--- src/rtl/uart_rx_ctrl.sv ---
// uart_rx_ctrl: config staging, FWFT receive FIFO and error/drop statistics for uart_rx.
// Optional: define UART_RX_CTRL_ERR_DROP_EN to discard errored bytes instead of queueing them.
//
// Ports:
//   clk, rst                   clock, synchronous active-low reset
//   cfg_wr, cfg_*              host strobe and requested framing config (staged)
//   cfg_pending                staged config not yet applied
//   num_data_bits, stop_bits,
//   parity, rx_tx_clk_ratio    live config driven to uart_rx
//   rx_busy, rx_done,
//   rx_data, rx_error          status and received byte from uart_rx
//   rx_full                    back-pressure to uart_rx
//   out_valid, out_data,
//   out_err, out_ready         FIFO head towards the consumer
//   err_count, drop_count      saturating statistics

package uart_rx_pkg;
  typedef enum logic [1:0] {
    STOP_BITS_1   = 2'd0,
    STOP_BITS_1_5 = 2'd1,
    STOP_BITS_2   = 2'd2
  } stop_bits_t;

  typedef enum logic [1:0] {
    PARITY_NONE = 2'd0,
    PARITY_EVEN = 2'd1,
    PARITY_ODD  = 2'd2
  } parity_t;
endpackage

module uart_rx_ctrl
  import uart_rx_pkg::*;
#(
  parameter int DEPTH = 8,
  parameter int CNT_W = 8
) (
  input  logic             clk,
  input  logic             rst,
  input  logic             cfg_wr,
  input  logic [3:0]       cfg_num_data_bits,
  input  stop_bits_t       cfg_stop_bits,
  input  parity_t          cfg_parity,
  input  logic [3:0]       cfg_clk_ratio,
  output logic             cfg_pending,
  output logic [3:0]       num_data_bits,
  output stop_bits_t       stop_bits,
  output parity_t          parity,
  output logic [3:0]       rx_tx_clk_ratio,
  input  logic             rx_busy,
  input  logic             rx_done,
  input  logic [7:0]       rx_data,
  input  logic             rx_error,
  output logic             rx_full,
  output logic             out_valid,
  output logic [7:0]       out_data,
  output logic             out_err,
  input  logic             out_ready,
  output logic [CNT_W-1:0] err_count,
  output logic [CNT_W-1:0] drop_count
);

  localparam int AW = $clog2(DEPTH);
  localparam logic [AW:0] L_FULL = (AW+1)'(DEPTH);

  typedef enum logic [1:0] {
    S_RUN   = 2'd0,
    S_PEND  = 2'd1,
    S_APPLY = 2'd2
  } state_t;

  state_t r_state;
  state_t w_next;

  always_ff @(posedge clk) begin
    if (!rst) r_state <= S_RUN;
    else      r_state <= w_next;
  end

  // Apply only when uart_rx is idle and not finishing a byte,
  // so a frame never sees two different configs.
  always_comb begin
    w_next = r_state;
    unique case (r_state)
      S_RUN:   if (cfg_wr) w_next = S_PEND;
      S_PEND:  if (!rx_busy && !rx_done) w_next = S_APPLY;
      S_APPLY: w_next = cfg_wr ? S_PEND : S_RUN;
      default: w_next = S_RUN;
    endcase
  end

  logic [3:0] w_bits_cl;
  logic [3:0] w_ratio_cl;

  always_comb begin
    w_bits_cl = cfg_num_data_bits;
    if (cfg_num_data_bits < 4'd5)      w_bits_cl = 4'd5;
    else if (cfg_num_data_bits > 4'd8) w_bits_cl = 4'd8;
    w_ratio_cl = (cfg_clk_ratio == 4'd0) ? 4'd1 : cfg_clk_ratio;
  end

  logic [3:0] r_sh_bits;
  logic [3:0] r_sh_ratio;
  stop_bits_t r_sh_stop;
  parity_t    r_sh_par;

  always_ff @(posedge clk) begin
    if (!rst) begin
      r_sh_bits       <= 4'd8;
      r_sh_ratio      <= 4'd8;
      r_sh_stop       <= STOP_BITS_1;
      r_sh_par        <= PARITY_NONE;
      num_data_bits   <= 4'd8;
      rx_tx_clk_ratio <= 4'd8;
      stop_bits       <= STOP_BITS_1;
      parity          <= PARITY_NONE;
      cfg_pending     <= 1'b0;
    end else begin
      if (cfg_wr) begin
        r_sh_bits  <= w_bits_cl;
        r_sh_ratio <= w_ratio_cl;
        r_sh_stop  <= cfg_stop_bits;
        r_sh_par   <= cfg_parity;
      end
      if (r_state == S_APPLY) begin
        num_data_bits   <= r_sh_bits;
        rx_tx_clk_ratio <= r_sh_ratio;
        stop_bits       <= r_sh_stop;
        parity          <= r_sh_par;
      end
      cfg_pending <= (w_next != S_RUN);
    end
  end

  logic [7:0]    r_mem [DEPTH];
  logic [AW-1:0] r_wptr;
  logic [AW-1:0] r_rptr;
  logic [AW:0]   r_count;
  logic          w_empty;
  logic          w_full;
  logic          w_push_req;
  logic          w_push;
  logic          w_pop;

  assign w_empty = (r_count == '0);
  assign w_full  = (r_count == L_FULL);

`ifdef UART_RX_CTRL_ERR_DROP_EN
  assign w_push_req = rx_done & ~rx_error;
`else
  assign w_push_req = rx_done;
`endif

  assign w_pop  = ~w_empty & out_ready;
  // A full FIFO still takes a byte when the head leaves in the same cycle.
  assign w_push = w_push_req & (~w_full | w_pop);

  always_ff @(posedge clk) begin
    if (w_push) r_mem[r_wptr] <= rx_data;
  end

  always_ff @(posedge clk) begin
    if (!rst) begin
      r_wptr  <= '0;
      r_rptr  <= '0;
      r_count <= '0;
    end else begin
      if (w_push) r_wptr <= r_wptr + AW'(1);
      if (w_pop)  r_rptr <= r_rptr + AW'(1);
      if (w_push && !w_pop)
        r_count <= r_count + (AW+1)'(1);
      else if (!w_push && w_pop)
        r_count <= r_count - (AW+1)'(1);
    end
  end

  assign out_valid = ~w_empty;
  assign out_data  = w_empty ? 8'h00 : r_mem[r_rptr];
  // Hold off uart_rx for the single cycle the config switches.
  assign rx_full   = w_full | (r_state == S_APPLY);

`ifdef UART_RX_CTRL_ERR_DROP_EN
  assign out_err = 1'b0;
`else
  logic [DEPTH-1:0] r_merr;

  always_ff @(posedge clk) begin
    if (!rst)        r_merr <= '0;
    else if (w_push) r_merr[r_wptr] <= rx_error;
  end

  assign out_err = ~w_empty & r_merr[r_rptr];
`endif

  always_ff @(posedge clk) begin
    if (!rst) begin
      err_count  <= '0;
      drop_count <= '0;
    end else begin
      if (rx_done && rx_error && err_count != '1)
        err_count <= err_count + CNT_W'(1);
      if (w_push_req && !w_push && drop_count != '1)
        drop_count <= drop_count + CNT_W'(1);
    end
  end

endmodule

--- config.mk ---
export PLATFORM = sky130hd
export DESIGN_NAME = uart_rx_ctrl
export DESIGN_NICKNAME = d
export VERILOG_FILES = /design/src/rtl/uart_rx_ctrl.sv
export SDC_FILE = /design/constraint.sdc
export NUM_CORES = 1
export LEC_CHECK = 0
export BUFFER_PORTS_ARGS = -buffer_cell sky130_fd_sc_hd__buf_4
export CELL_PAD_IN_SITES_DETAIL_PLACEMENT = 2
export CELL_PAD_IN_SITES_GLOBAL_PLACEMENT = 2
export CORE_ASPECT_RATIO = 1.4
export CORE_MARGIN = 2
export CORE_UTILIZATION = 25
export CTS_CLUSTER_SIZE = 20
export DETAILED_ROUTE_END_ITERATION = 12
export GPL_ROUTABILITY_DRIVEN = 0
export PLACE_DENSITY = 0.52
export SYNTH_ARGS = -nofsm -noshare
export SYNTH_HDL_FRONTEND = slang
export SYNTH_SLANG_ARGS = --single-unit
export TNS_END_PERCENT = 100
--- constraint.sdc ---
create_clock -name clk -period 3 [get_ports clk]
set_input_delay 0.15 -clock clk [delete_from_list [all_inputs] [get_ports clk]]
set_output_delay 0.15 -clock clk [all_outputs]
set_load 0.01 [all_outputs]
==> results of run 1 <==
[where the power goes]
part / switching [mW] / total [mW] / internal (mW) / leakage (nW)
Sequential: 0.121 / 2.06 / 1.94 / 1.10
Clock: 0.776 / 1.91 / 1.13 / 0.263
Combinational: 0.508 / 1.02 / 0.514 / 1.16
[state kept, by name (all words and copies together), names as in the netlist, 3 cells and up, named ones only]
register         count
r_sh_bits            4
r_sh_ratio           4
r_rptr               3
r_mem               64
r_count              4
r_wptr               3
drop_count           8
num_data_bits        4
rx_tx_clk_ratio      4
err_count            8
r_merr               8
[per-layer routing]
metal,part of all wire (%),global-route usage [%]
met5,0,0
met4,1.3,4.12
met3,3.4,3.12
met2,53,23.5
met1,43,14.6
[worst min-delay path by stage]
stage          slack [ns]             to  cells after the start
6_report            0.009  r_sh_ratio[0]                      3
5_1_grt             0.002  r_sh_ratio[0]                      3
4_1_cts            0.0006  r_sh_ratio[0]                      3
3_5_place_dp         0.33     r_state[1]                      2
3_3_place_gp         0.33     r_state[1]                      2
2_1_floorplan        0.23     r_state[1]                      1
[final cells by class]
cell class	instances	area (µm²)
clock inverter	14	115
tap	256	320
fill	2184	13900
timing repair buffer	88	706
multi-input combinational	244	1910
clock buffer	18	429
sequential	128	3200
inverter	20	75.1
[cell families after synthesis]
family,after synthesis,share of synthesized area (%)
muxes,48,13.4
DFF,128,60.7
xor gates and xnor gates,7,1.16
AOI/OAI and AO/OA,60,8.03
and+or+nand+nor,121,11.5
buffers and inverters,42,3.27
adders and majority gates,8,2.04
[critical path, delay by kind of cell (launching register included)]
| kind | cells | cell delay (ns) |
|---|---|---|
| buf+inv | 2 | 0.20 |
| simple gates | 1 | 0.59 |
| flops | 1 | 0.40 |
| compound gates | 4 | 0.72 |
| mux | 1 | 0.21 |
| fa+ha+maj | 2 | 0.50 |
[through the flow]
| stage | instances | hold slack (ns) | util, % | cell area [µm²] | total power [mW] |
|---|---|---|---|---|---|
| finish | 768 | 0.00905 | 32.7 | 6760 | 5.00 |
| floorplan | 414 | 0.228 | - | 5280 | 2.74 |
| global placement | 718 | 0.331 | 29.2 | 6030 | 3.11 |
| CTS | 768 | 0.000601 | 32.7 | 6750 | 5.11 |
| detailed placement | 718 | 0.330 | 29.2 | 6030 | 3.14 |
| global route | 768 | 0.00249 | 32.7 | 6760 | 5.27 |
[timing repair]
action / CTS / global route
hold buffers: 18 / 0
gates resized for setup: 0 / 1
endpoints found under the hold margin: 73 / 0
endpoints found under the setup margin: 0 / 1
[layout by cell type, fill, tap and decap left out, drive strengths merged, types with 2 or more instances in the layout]
master	n
buf	70
dfxtp	64
edfxtp	64
nor2	41
nand2	35
mux2i	30
a21oi	27
inv	23
mux4	18
dlygate4sd3	18
clkbuf	18
o21ai	10
nand3	9
clkinv	8
ha	7
nand2b	6
o211ai	6
xor2	5
o31ai	5
or4	5
o2111ai	4
nand4	4
or3	4
nor2b	3
nor4	3
nor3	2
xnor2	2
o41ai	2
and4	2
a211oi	2
clkinvlp	2
==> qor.txt, run 1 <==
Status: completed
Main flop type after synthesis: edfxtp_1
Die span in y: 176 µm
Worst path slowest cell: or4b_4
Cells after Synth: 414
Hold path startpoint: cfg_clk_ratio[0]
First-pass GRT wire length: 21.8 mm
Syn_area_per_cell: 12.8 µm²
Drt total wl: 13.6 mm
Total die area: 22300 µm²
R2R Path End: r_count[3]
Total negative slack: 0 ns
Final period utilization: 90.2%
Post-synthesis net count: 449
Reg2Reg Depth: 10
Worst setup path end: r_count[3]
Final Skew: 0.0113 ns
Power Density: 739 nW/µm²
Crit-path max FO: 6
Share of the yosys chip area belonging to registers: 60.7%
Post-synth EDFFs: 64
Number of library cell types mapped by synthesis: 49
Final hold violation count: 0
Share of the synthesized area in the top cell type: 36.4%
Slew at the pin with the worst max-slew slack: 0.941 ns
CP required: 3.34 ns
RSZ-0062 raised after global routing: false
Synth top cells by count: dfxtp_1 (64), edfxtp_1 (64), nor2_1 (41)
Peak supply drop: 0.000337 V
CTS tree: built
Place WS: 0.272 ns
Gr ovfl total: 0
First-pass DRT Iterations: 4
Kind of critical path: flip-flop to flip-flop
Ratio of cells with drive above 1 in the final layout: 25.8%
Vias: 3550
CP peak stage delay: 0.59 ns
Number of global-route vias before repair: 3986
I/O Pins: 67
FFs w/ async S/R, synth: 0%
DRC violations left: 0
Routed WL per cell: 17.7 µm
Overall die width: 127 µm
Critical path origin: r_count[0]
FF-to-FF Start: r_count[0]
Clock transition at path regs: 0.06 ns
Worst slew margin: 37.1%
Initial antenna violation count: 0
Area contributors post-synth: edfxtp_1 (36%), dfxtp_1 (24%), mux4_2 (7.7%), mux2i_1 (5.7%), nor2_1 (2.9%)
Worst setup EP type: flip-flop
H-tree levels: 4
Gr usage total: 12.8%
Yosys warns: 0
Drt initial violations: 195
Post CTS Setup Buffer Count: 0
Layout area overhead: 28.0%
# diodes: 0
Reg2Reg Setup Slack: 0.29 ns
Max Root-Sink Buffers: 2
Clock root buffer: clkbuf_16
Period minus WS final: 2.71 ns
Largest net degree at the start of global routing: 43
Arr. time, crit path: 3.04 ns
Clock latency on the worst-skew pair: 0.42 ns
Cell Chain, Critical Path: or4b_4 -> o21ai_4 -> inv_1 -> ha_1 -> inv_1 -> ha_1 -> a21oi_1 -> a211oi_1 -> a31oi_1 -> mux2i_1
Initial Util: 25.6%
Setup crit start kind: flip-flop
HP Class: input pin to flip-flop
Setup WS post-layout: 0.295 ns
TritonCTS buffer count: 17
Mapped Area: 5280 µm²
Core area: 20600 µm²
DRT antenna net count: 0
Vias per std cell: 4.62
Clock Sinks: 128
Flops & latches, synth: 128
Port bufs: 66
Final Max Slew Viols: 0
# nets final: 534
Largest area contributor in the netlist: edfxtp_1
P_leak: 2.53 nW
Max-Cap Viols: 0
Post-DP HPWL: 9.25 mm
Row count: 62
Setup violators final: 0
Fmax: 370 MHz
No activity file was read; power rests on OpenSTA's default activity.
==> inputs of run 2 (changes only) <==
==> constraint.sdc (replaced) <==
create_clock -name clk -period 2.75 [get_ports clk]
set_input_delay 0.1375 -clock clk [delete_from_list [all_inputs] [get_ports clk]]
set_output_delay 0.1375 -clock clk [all_outputs]
set_load 0.01 [all_outputs]
==> run 2 against run 1 <==
Sequential power up 8%. Non-clock buffer count rose by 6. Flip-flop and latch count did not move. First-iteration DRC count down 36%. Sequential share of layout area is 0.72 points lower.
==> qor.txt, run 2 (synthesized netlist as in run 1, its figures left out) <==
Vias per std cell: 4.71
WHS Path Cells: 3
Drt total wl: 14.1 mm
Ratio of cells with drive above 1 in the final layout: 26.8%
Gr ovfl total: 0
Core area: 20600 µm²
Initial antenna violation count: 0
Fin cells: 774
Hold path startpoint: rx_error
Arr. time, crit path: 2.90 ns
DRC violations left: 0
Post CTS Setup Buffer Count: 0
WHS Endpoint: err_count[2]
Most frequent cells in the layout: buf_4 (73), edfxtp_1 (64), dfxtp_1 (62), nor2_1 (41), nand2_1 (35)
Total negative slack: 0 ns
Vias: 3649
Overall power: 5.71 mW
Post-DP HPWL: 9.55 mm
I/O Pins: 67
Drt initial violations: 125
H-tree levels: 4
Setup crit start kind: flip-flop
CP required: 3.09 ns
Final Max Slew Viols: 0
Final Skew: 0.00576 ns
HP Class: input pin to flip-flop
Row count: 62
# diodes: 0
Final period utilization: 92.9%
Port bufs: 66
Final Util: 33.3%
Worst slew margin: 36.8%
Layout area overhead: 30.0%
Leading cell type in the layout, fill and taps excluded: buf_4
Max Root-Sink Buffers: 2
Reg with most FFs: r_mem
FF-to-FF Start: r_count[1]
Status: completed
Routed WL per cell: 18.2 µm
Number of global-route vias before repair: 4155
First-pass GRT wire length: 22.5 mm
Slew at the pin with the worst max-slew slack: 0.946 ns
Crit-path max FO: 6
TritonCTS buffer count: 17
Max-Cap Viols: 0
Final hold violation count: 0
First-pass DRT Iterations: 4
Fmax: 391 MHz
Reg2Reg Setup Slack: 0.20 ns
R2R Path End: r_count[3]
Setup violators final: 0
Inst Count DP: 721
Area post-placement: 6050 µm²
Peak supply drop: 0.000412 V
Kind of critical path: flip-flop to flip-flop
Worst setup EP type: flip-flop
Clock latency on the worst-skew pair: 0.42 ns
Reg2Reg Depth: 10
Finished Cell Area: 6870 µm²
P_leak: 2.58 nW
Largest register FFs: 64
# nets final: 540
Gr usage total: 13.2%
Period minus WS final: 2.55 ns
CTS tree: built
Clock Sinks: 128
Initial Util: 25.6%
Total die area: 22300 µm²
Die span in y: 176 µm
DRT antenna net count: 0
Largest net degree at the start of global routing: 35
Power Density: 831 nW/µm²
Critical path origin: r_count[1]
RSZ-0062 raised after global routing: false
Clock root buffer: clkbuf_16
Overall die width: 127 µm
Clock transition at path regs: 0.06 ns
## run 2: worst max-delay path: stages (launching register included)
cell and delay [ns]:
dfxtp_2 0.37, or4b_4 0.55, o21ai_4 0.15, inv_1 0.06, ha_1 0.21, inv_1 0.14
ha_1 0.30, a21oi_2 0.19, a211oi_1 0.11, a31oi_1 0.22, mux2i_1 0.21
## run 2: area by class of cell
class | instances | area [µm²]
inverters | 20 | 75.1
flip-flops and latches | 128 | 3210
well taps | 256 | 320
repair buffers | 94 | 758
fillers | 2166 | 13800
multi-input cells | 244 | 1910
clock inverters | 14 | 165
clock buffers | 18 | 429
## run 2: metal layers
| layer | wire [µm] | global-route usage [%] | up-vias |
|---|---|---|---|
| li1 | - | - | 1703 |
| met3 | 509 | 3.76 | 19 |
| met1 | 5820 | 14.7 | 1858 |
| met5 | 0 | 0 | - |
| met2 | 7560 | 24.2 | 69 |
| met4 | 218 | 4.40 | 0 |
## run 2: timing repair
action,in CTS,in global routing
pin swaps,0,0
endpoints found under the setup margin,1,1
endpoints found under the hold margin,75,0
hold buffers,21,0
gates resized for setup,1,3
## run 2: stage by stage
stage          setup slack, ns  hold WS [ns]
2_1_floorplan            0.177         0.216
3_3_place_gp             0.186         0.318
3_5_place_dp             0.127         0.323
4_1_cts                 0.0449        0.0331
5_1_grt                 0.0259        0.0504
6_report                 0.195        0.0534
## run 2: power by group
part	internal [mW]	switching [mW]	leakage, nW
clock network	1.42	0.863	0.282
logic	0.580	0.621	1.19
registers	2.12	0.0981	1.10
## run 2: worst max-delay path by stage
stage,to
3_3_place_gp,r_count[3]
2_1_floorplan,r_count[3]
3_5_place_dp,r_count[3]
4_1_cts,r_count[3]
5_1_grt,r_count[3]
6_report,r_count[3]
